$ cat config.mk
export PLATFORM = sky130hd
export DESIGN_NAME = ring_phase_monitor_flat
export DESIGN_NICKNAME = d
export VERILOG_FILES = /design/src/rtl/ring_phase_monitor_if.sv /design/src/rtl/ring_phase_monitor.sv /design/src/flat_wrapper.sv
export SDC_FILE = /design/constraint.sdc
export NUM_CORES = 1
export LEC_CHECK = 0
export BUFFER_PORTS_ARGS = -buffer_cell sky130_fd_sc_hd__buf_4
export CAP_MARGIN = 20
export CORE_MARGIN = 5
export CORE_UTILIZATION = 55
export DETAILED_ROUTE_END_ITERATION = 16
export MAX_ROUTING_LAYER = met4
export PLACE_DENSITY_LB_ADDON = 0.15
export SETUP_SLACK_MARGIN = 0.1
export SYNTH_ARGS = -nofsm -noshare
export SYNTH_HDL_FRONTEND = slang
export SYNTH_SLANG_ARGS = --single-unit
export TNS_END_PERCENT = 100
$ cat constraint.sdc
create_clock -name clk -period 4.1 [get_ports clk]
set_clock_uncertainty 0.2 [all_clocks]
set_input_delay 0 -clock clk [delete_from_list [all_inputs] [get_ports clk]]
set_output_delay 0 -clock clk [all_outputs]
set_load 0.1 [all_outputs]
$ cat src/rtl/ring_phase_monitor_if.sv
// rtl/ring_phase_monitor_if.sv - ring sample in, decoded phase/lock status out
//
// Bundles the ring counter sample and the monitor's status outputs.
//   ring        : 4-bit one-hot ring counter value (driven by master)
//   phase       : binary index of the last valid one-hot sample
//   phase_valid : last sample was one-hot
//   locked      : rotation verified
//   wrap        : one-cycle pulse per locked revolution
//   rev_count   : locked revolutions, wraps at 2^REV_W
//   err_count   : lock losses, saturating
//   resync      : one-cycle request to re-clear the ring counter
// master = ring source / status consumer, slave = the monitor.

interface ring_phase_monitor_if #(
    parameter int REV_W = 8,
    parameter int ERR_W = 4
);
    logic [3:0]       ring;
    logic [1:0]       phase;
    logic             phase_valid;
    logic             locked;
    logic             wrap;
    logic [REV_W-1:0] rev_count;
    logic [ERR_W-1:0] err_count;
    logic             resync;

    modport master (
        output ring,
        input  phase, phase_valid, locked, wrap, rev_count, err_count, resync
    );

    modport slave (
        input  ring,
        output phase, phase_valid, locked, wrap, rev_count, err_count, resync
    );
endinterface

$ cat src/rtl/ring_phase_monitor.sv
// rtl/ring_phase_monitor.sv - verifies one-step rotation of a 4-bit one-hot ring
//
// Samples the ring on the rising edge (the ring itself moves on the falling
// edge), decodes the active phase, locks after LOCK_CNT consecutive correct
// rotations, counts locked revolutions and lock losses, and pulses resync for
// one cycle whenever a locked ring is seen to misbehave.
//   clk   : clock
//   clear : asynchronous active-low reset
//   mon   : ring_phase_monitor_if slave (ring in, all status out, registered)

module ring_phase_monitor #(
    parameter int REV_W    = 8,
    parameter int ERR_W    = 4,
    parameter int LOCK_CNT = 4
) (
    input  logic                 clk,
    input  logic                 clear,
    ring_phase_monitor_if.slave  mon
);

    typedef enum logic [1:0] {
        ACQUIRE = 2'd0,
        LOCKED  = 2'd1,
        FAULT   = 2'd2
    } state_t;

    state_t           state_q, state_d;
    logic [3:0]       prev_q, prev_d;
    logic [3:0]       match_cnt_q, match_cnt_d;
    logic [1:0]       phase_q, phase_d;
    logic             phase_valid_q, phase_valid_d;
    logic             locked_q, locked_d;
    logic             wrap_q, wrap_d;
    logic [REV_W-1:0] rev_count_q, rev_count_d;
    logic [ERR_W-1:0] err_count_q, err_count_d;
    logic             resync_q, resync_d;

    logic       ring_onehot;
    logic       ring_match;
    logic [1:0] ring_enc;

    // x & (x-1) clears the lowest set bit; zero result on a non-zero x means one-hot.
    assign ring_onehot = (mon.ring != 4'd0) && ((mon.ring & (mon.ring - 4'd1)) == 4'd0);
    assign ring_match  = ring_onehot && (mon.ring == {prev_q[2:0], prev_q[3]});

    always_comb begin
        ring_enc = 2'd0;
        if (mon.ring[1])      ring_enc = 2'd1;
        else if (mon.ring[2]) ring_enc = 2'd2;
        else if (mon.ring[3]) ring_enc = 2'd3;
    end

    always_comb begin
        state_d       = state_q;
        match_cnt_d   = match_cnt_q;
        locked_d      = locked_q;
        wrap_d        = 1'b0;
        rev_count_d   = rev_count_q;
        err_count_d   = err_count_q;
        resync_d      = 1'b0;

        // Tracking of the sample itself happens in every state, FAULT included.
        prev_d        = mon.ring;
        phase_valid_d = ring_onehot;
        phase_d       = ring_onehot ? ring_enc : phase_q;

        case (state_q)
            ACQUIRE: begin
                if (ring_match) begin
                    if (match_cnt_q == 4'(LOCK_CNT - 1)) begin
                        state_d     = LOCKED;
                        locked_d    = 1'b1;
                        match_cnt_d = 4'd0;
                    end else begin
                        match_cnt_d = match_cnt_q + 4'd1;
                    end
                end else begin
                    match_cnt_d = 4'd0;
                end
            end
            LOCKED: begin
                if (ring_match) begin
                    if (mon.ring == 4'b0001) begin
                        wrap_d      = 1'b1;
                        rev_count_d = rev_count_q + REV_W'(1);
                    end
                end else begin
                    state_d  = FAULT;
                    locked_d = 1'b0;
                    resync_d = 1'b1;
                    if (err_count_q != {ERR_W{1'b1}}) begin
                        err_count_d = err_count_q + ERR_W'(1);
                    end
                end
            end
            FAULT: begin
                // The sample taken here is deliberately not checked: the ring is
                // being re-cleared and may legitimately jump.
                state_d     = ACQUIRE;
                match_cnt_d = 4'd0;
            end
            default: begin
                state_d     = ACQUIRE;
                match_cnt_d = 4'd0;
                locked_d    = 1'b0;
            end
        endcase
    end

    always_ff @(posedge clk or negedge clear) begin
        if (!clear) begin
            state_q       <= ACQUIRE;
            prev_q        <= 4'b0001;
            match_cnt_q   <= 4'd0;
            phase_q       <= 2'd0;
            phase_valid_q <= 1'b0;
            locked_q      <= 1'b0;
            wrap_q        <= 1'b0;
            rev_count_q   <= '0;
            err_count_q   <= '0;
            resync_q      <= 1'b0;
        end else begin
            state_q       <= state_d;
            prev_q        <= prev_d;
            match_cnt_q   <= match_cnt_d;
            phase_q       <= phase_d;
            phase_valid_q <= phase_valid_d;
            locked_q      <= locked_d;
            wrap_q        <= wrap_d;
            rev_count_q   <= rev_count_d;
            err_count_q   <= err_count_d;
            resync_q      <= resync_d;
        end
    end

    assign mon.phase       = phase_q;
    assign mon.phase_valid = phase_valid_q;
    assign mon.locked      = locked_q;
    assign mon.wrap        = wrap_q;
    assign mon.rev_count   = rev_count_q;
    assign mon.err_count   = err_count_q;
    assign mon.resync      = resync_q;

endmodule

$ cat src/flat_wrapper.sv
// flat-port wrapper written by rule: the top's interface ports become plain ports
module ring_phase_monitor_flat 
#(
    parameter int REV_W    = 8,
    parameter int ERR_W    = 4,
    parameter int LOCK_CNT = 4
)
  (clk, clear, mon_ring, mon_phase, mon_phase_valid, mon_locked, mon_wrap, mon_rev_count, mon_err_count, mon_resync);
  ring_phase_monitor_if #(.REV_W(REV_W), .ERR_W(ERR_W)) mon_i ();
  input  logic clk;
  input  logic clear;
  input wire logic [$bits(mon_i.ring)-1:0] mon_ring;
  output wire logic [$bits(mon_i.phase)-1:0] mon_phase;
  output wire logic [$bits(mon_i.phase_valid)-1:0] mon_phase_valid;
  output wire logic [$bits(mon_i.locked)-1:0] mon_locked;
  output wire logic [$bits(mon_i.wrap)-1:0] mon_wrap;
  output wire logic [$bits(mon_i.rev_count)-1:0] mon_rev_count;
  output wire logic [$bits(mon_i.err_count)-1:0] mon_err_count;
  output wire logic [$bits(mon_i.resync)-1:0] mon_resync;
  assign mon_i.ring = mon_ring;
  assign mon_phase = mon_i.phase;
  assign mon_phase_valid = mon_i.phase_valid;
  assign mon_locked = mon_i.locked;
  assign mon_wrap = mon_i.wrap;
  assign mon_rev_count = mon_i.rev_count;
  assign mon_err_count = mon_i.err_count;
  assign mon_resync = mon_i.resync;
  ring_phase_monitor #(.REV_W(REV_W), .ERR_W(ERR_W), .LOCK_CNT(LOCK_CNT)) u_core (.clk(clk), .clear(clear), .mon(mon_i));
endmodule
# Word level (Yosys, flattened, before mapping)
# Index checks and enable logic that the tools add are counted.
# word_totals
ff_bits,28
output_inout_bits,18
in_bits,6
elab_cells,54
# op_classes
muxes,19
n_bitwise,3
n_eq_ne,9
addsub,4
n_reduce_logical,9
# op_table
cell,n
2-bit two-way mux,6
3-bit AND reduction,3
4-bit by 1-bit adder with 4-bit output (second input constant),2
8-bit by 1-bit adder with 8-bit output (second input constant),1
1-bit two-way mux,8
4-bit two-way mux,2
4-bit one-hot mux with 2 select lines,1
4-bit AND,1
4-bit by 1-bit equality test with 1-bit output (second input constant),1
4-bit by 2-bit equality test with 1-bit output (second input constant),1
4-bit equality test,1
4-bit zero test,1
2-bit by 1-bit != test with 1-bit output (second input constant),2
4-bit != test (second input constant),1
2-bit one-hot mux with 2 select lines,1
4-bit AND reduction,1
4-bit nonzero test,1
4-bit by 1-bit subtractor with 4-bit output (second input constant),1
1-bit one-hot mux with 3 select lines,1
2-bit by 1-bit equality test with 1-bit output (second input constant),1
2-bit equality test (second input constant),1
1-bit logical AND,2
2-bit zero test,1
2-bit != test (second input constant),1
1-bit inverter,2

# Longest topological paths before layout
# logic_depth
word_depth,7
ltp_mapped,8
ltp_nobuf,6

# Worst setup path before layout
# Ideal clock, no wire load.
# synth_path
path_type,reg2reg
from,register u_core.err_count_q[0] (netlist: u_core.mon.err_count[0])
to,register u_core.err_count_q[3] (netlist: u_core.mon.err_count[3])
synth_period_minus_slack_ns,2.242
slack_ns,1.858
path_stages_with_launch,6
setup_ns,0.162
required_ns,3.738
t_arrival_ns,1.880
path_cell_list,dfrtp_1 ha_1 nand3_1 and4_1 and3_1 xor2_1
# synth_via
elab_chain_cells,2
# synth_lines
item,line_no,source
from (decl),ring_phase_monitor.sv:35,"logic [ERR_W-1:0] err_count_q, err_count_d;"
from (signal assigned),ring_phase_monitor.sv:131,err_count_q <= err_count_d;
branches (longest 2 deep; another with 4-bit by 1-bit adder with 4-bit output),--,
# Parallel ways; which one is timed is not known.
# A chain may end at the register's enable or synchronous reset.

# Worst setup path in the final report
# layout_path
from,register u_core.state_q[0]
to,register u_core.rev_count_q[1] (netlist: u_core.mon.rev_count[1])
# layout_via
elab_chain_cells,2
# layout_lines
item,line_no,source
from (decl),ring_phase_monitor.sv:27,"state_t state_q, state_d;"
from (signal assigned),ring_phase_monitor.sv:123,state_q <= state_d;
2-bit by 1-bit equality test with 1-bit output,ring_phase_monitor.sv:67,case (state_q)
3-bit AND reduction (no line),--,
to (signal assigned),ring_phase_monitor.sv:130,rev_count_q <= rev_count_d;
to (decl),ring_phase_monitor.sv:34,"logic [REV_W-1:0] rev_count_q, rev_count_d;"
# No other way between the ends.

==> results.sh <==
export IMPL_status="finished, final reports clean"
export IMPL_fin_crit_ps=2350
export IMPL_cts_sinks=28
export IMPL_synth_cell_type_count=36
export IMPL_routed_wl_mm=2.45
export IMPL_clockPowerShare_pct=32.9
export IMPL_power_uw=536
export IMPL_cts_clk_slew_worst_paths_ps=140
export IMPL_area_delta_synth_final_pct=20.3
export IMPL_crit_path_max_incr_delay_ps=490
export IMPL_postCtsHoldBufs=7
export IMPL_top_usage_layer="met2"
export IMPL_post_route_period_util_pct=57.3
export IMPL_nFillCells=186
export IMPL_ys_warn_count=0
export IMPL_grt_util_all_layers_pct=16.9
export IMPL_synthMuxAreaShare_pct=1.67
export IMPL_nNetsFinal=154
export IMPL_drt_wirelength_per_cell_um=14.1
export IMPL_grt_pass1_vias=960
export IMPL_critPathTopFamily="simple AND/OR/NAND/NOR gates"
export IMPL_core_area_mm2=0.00241
export IMPL_switching_share_pct=24.7
export IMPL_cts_root_buf="clkbuf_4"
export IMPL_fp_row_count=18
export IMPL_overflow=0
export IMPL_relSlewSlack_pct=63.2
export IMPL_synth_seq_area_share_pct=51.9
export IMPL_die_area_mm2=0.00355
export IMPL_comb_power_share_pct=13.6
export IMPL_synth_xor_area_share_pct=9.72
export IMPL_use_met1_pct=22.6
export IMPL_avgSynthCellArea_um2=11.5
export IMPL_met2_usage_pct=26.5
export IMPL_synth_compound_area_share_pct=7.50
export IMPL_synthCells=117
export IMPL_synthAdderAreaFrac_pct=2.78
export IMPL_maxCapViolations=0
export IMPL_die_x_um=59.6
export IMPL_pin_count=24
export IMPL_antenna_found_initial=0
export IMPL_netlist_area_mm2=0.00135
export IMPL_synth_top_family_by_area="simple AND/OR/NAND/NOR gates"
export IMPL_crit_buf_inv=0
export IMPL_grt_max_degree=28
export IMPL_vias=958
export IMPL_first_pass_iters=4
export IMPL_cp_start_kind="flip-flop"
export IMPL_remaining_drc_errors=0
export IMPL_rsz0062_at_grt="no"
export IMPL_crit_path_max_fanout=9
export IMPL_crit_chain="nor2b_1 -> nand4b_1 -> nor3_2 -> mux2_2"
export IMPL_fmax_mhz=426
export IMPL_power_density_mw_per_mm2=330
export IMPL_p_seq_share_pct=53.6
export IMPL_globalplace_congestion=0.797
export IMPL_pre_cts_ws_ps=1720
export IMPL_dp_hpwl_mm=1.73
export IMPL_p_leak_nw=0.809
export IMPL_holdCritPathClass="in -> reg"
export IMPL_antenna_cells=0
export IMPL_vdd_drop_max_mv=0.238
export IMPL_grt_first_pass_wirelength_mm=4.42
export IMPL_synth_simple_area_share_pct=20.2
export IMPL_crit_type="reg -> reg"
export IMPL_required_ps=4120
export IMPL_postRouteAntennaNets=0
export IMPL_synth_nets=126
export IMPL_cpMaxStageDelayCell="nor2b_1"
export IMPL_h_tree_depth=1
export IMPL_p_switching_uw=132
export IMPL_cts_buffer_depth=2
export IMPL_internal_power_uw=404
export IMPL_floorplan_initialDensity_pct=56.1
export IMPL_worstMarginPinSlew_ps=551
export IMPL_die_h_um=59.6
export IMPL_post_cts_resized=0
export IMPL_cts_tree="done"
export IMPL_numCtsBuffers=3
export IMPL_crit_arrival_ps=2370
export IMPL_finalWorstSetupSlack_ps=1750
export IMPL_drt_iter0_markers=17
export IMPL_end_kind="flip-flop"
export IMPL_setup_violations=0
export IMPL_use_met3_pct=2.83
export IMPL_drive_gt1_share_pct=24.3
export IMPL_tns_ps=0
export IMPL_vias_per_cell=5.51
export IMPL_post_cts_buffers=0
export IMPL_clk_latency_ps=310
export IMPL_numPortBuffers=23
export IMPL_drv_slew=0
export IMPL_ys_ff_latch=28
export IMPL_hold_violations=0
-- stage by stage --
step	std cells	hold WS [ps]	utilization, %	instance area [um^2]
global route	174	190	67.4	1630
CTS	174	177	67.4	1630
detailed placement	163	-265	61.9	1490
global placement	163	-272	61.9	1490
floorplan	117	-496	-	1350
finish	174	191	67.4	1630
-- power groups by stage --
stage / clock network (mW) / registers [mW] / logic [mW]
floorplan: 0 / 0.321 / 0.0220
global placement: 0 / 0.292 / 0.0656
detailed placement: 0 / 0.292 / 0.0666
CTS: 0.182 / 0.287 / 0.0737
global route: 0.196 / 0.288 / 0.0789
finish: 0.176 / 0.287 / 0.0728
-- placed cells by master, fill, tap and decap left out, types with 2 or more instances in the layout --
cell type,count
nor4b_2,2
a211oi_1,2
nand2_1,7
nand4_1,4
xor2_1,6
a21oi_1,2
or3_1,2
nand3_1,5
nor3_1,5
dlygate4sd3_1,6
nand2b_1,2
nor4_1,2
nor2_1,4
a21o_1,2
and2_1,2
dfrtp_1,27
ha_1,3
inv_1,4
xnor2_1,9
clkbuf_4,3
mux2_2,2
buf_4,23
a211o_1,2
o21ai_0,4
-- synth_stat cells, drive strengths merged --
master	count	area (um^2)
a211oi	2	15.0
o211ai	1	7.51
dfstp	1	26.3
nand2b	2	12.5
nand2	7	26.3
dfrtp	27	676
nor4b	2	30.0
mux2	2	22.5
buf	7	68.8
inv	4	15.0
and4	1	8.76
nor2b	1	6.26
xor2	6	52.6
o21ai	4	20.0
and3	1	6.26
nor4	3	33.8
or3	2	12.5
nand4	4	25.0
or3b	1	8.76
a211o	2	17.5
nor3	6	35.0
nand4b	1	8.76
and2	2	12.5
nor2	4	15.0
nand3	5	25.0
a21o	2	15.0
o311ai	1	8.76
a21oi	2	10.0
ha	3	37.5
o31ai	1	7.51
xnor2	9	78.8
or2	1	6.26
-- routing by layer --
| layer | share of wire (%) | vias to the layer above |
|---|---|---|
| met1 | 44 | 461 |
| met3 | 5.3 | 4 |
| met2 | 50 | 29 |
| met5 | 0 | - |
| li1 | - | 464 |
| met4 | 1.3 | 0 |
-- state kept, by name (all words and copies together), names as in the netlist --
register / count
u_core.match_cnt_q: 4
u_core.mon.err_count: 4
u_core.mon.locked: 1
u_core.mon.phase: 2
u_core.mon.phase_valid: 1
u_core.mon.resync: 1
u_core.mon.rev_count: 8
u_core.mon.wrap: 1
u_core.prev_q: 4
u_core.state_q: 2
-- logic make-up (layout without fill, tap and decap cells) --
kind of cell,Yosys count,count (layout)
AO/OA/AOI/OAI,15,15
XOR/XNOR,15,15
adder cells (fa/ha/maj),3,3
buffers and inverters,11,38
flip-flops,28,28
multiplexers,2,2
AND/OR/NAND/NOR,43,43
-- path summary, 6_finish.rpt --
| path | start | to | slack [ps] | cells after the start |
|---|---|---|---|---|
| setup / recovery | u_core.state_q[0] | u_core.mon.rev_count[1] | 1750 | 4 |
| hold / removal | mon_ring[0] | u_core.prev_q[0] | 190 | 2 |
| setup reg to reg | u_core.state_q[0] | u_core.mon.rev_count[1] | 1750 | 4 |
| hold reg to reg | u_core.mon.rev_count[7] | u_core.mon.rev_count[7] | 280 | 1 |
| max in group asynchronous | clear | u_core.prev_q[3] | 3060 | 4 |
| min in group asynchronous | clear | u_core.mon.resync | 490 | 4 |
-- cell type report --
class	count	area, um^2	share of cell area, %
clock inverters	1	30.0	1.85
well taps	30	37.5	2.31
flip-flops and latches	28	702	43.2
multi-input cells	78	566	34.8
inverters	4	15.0	0.924
clock buffers	3	22.5	1.39
repair buffers	30	253	15.6
Power figures use the tool's default switching activity.
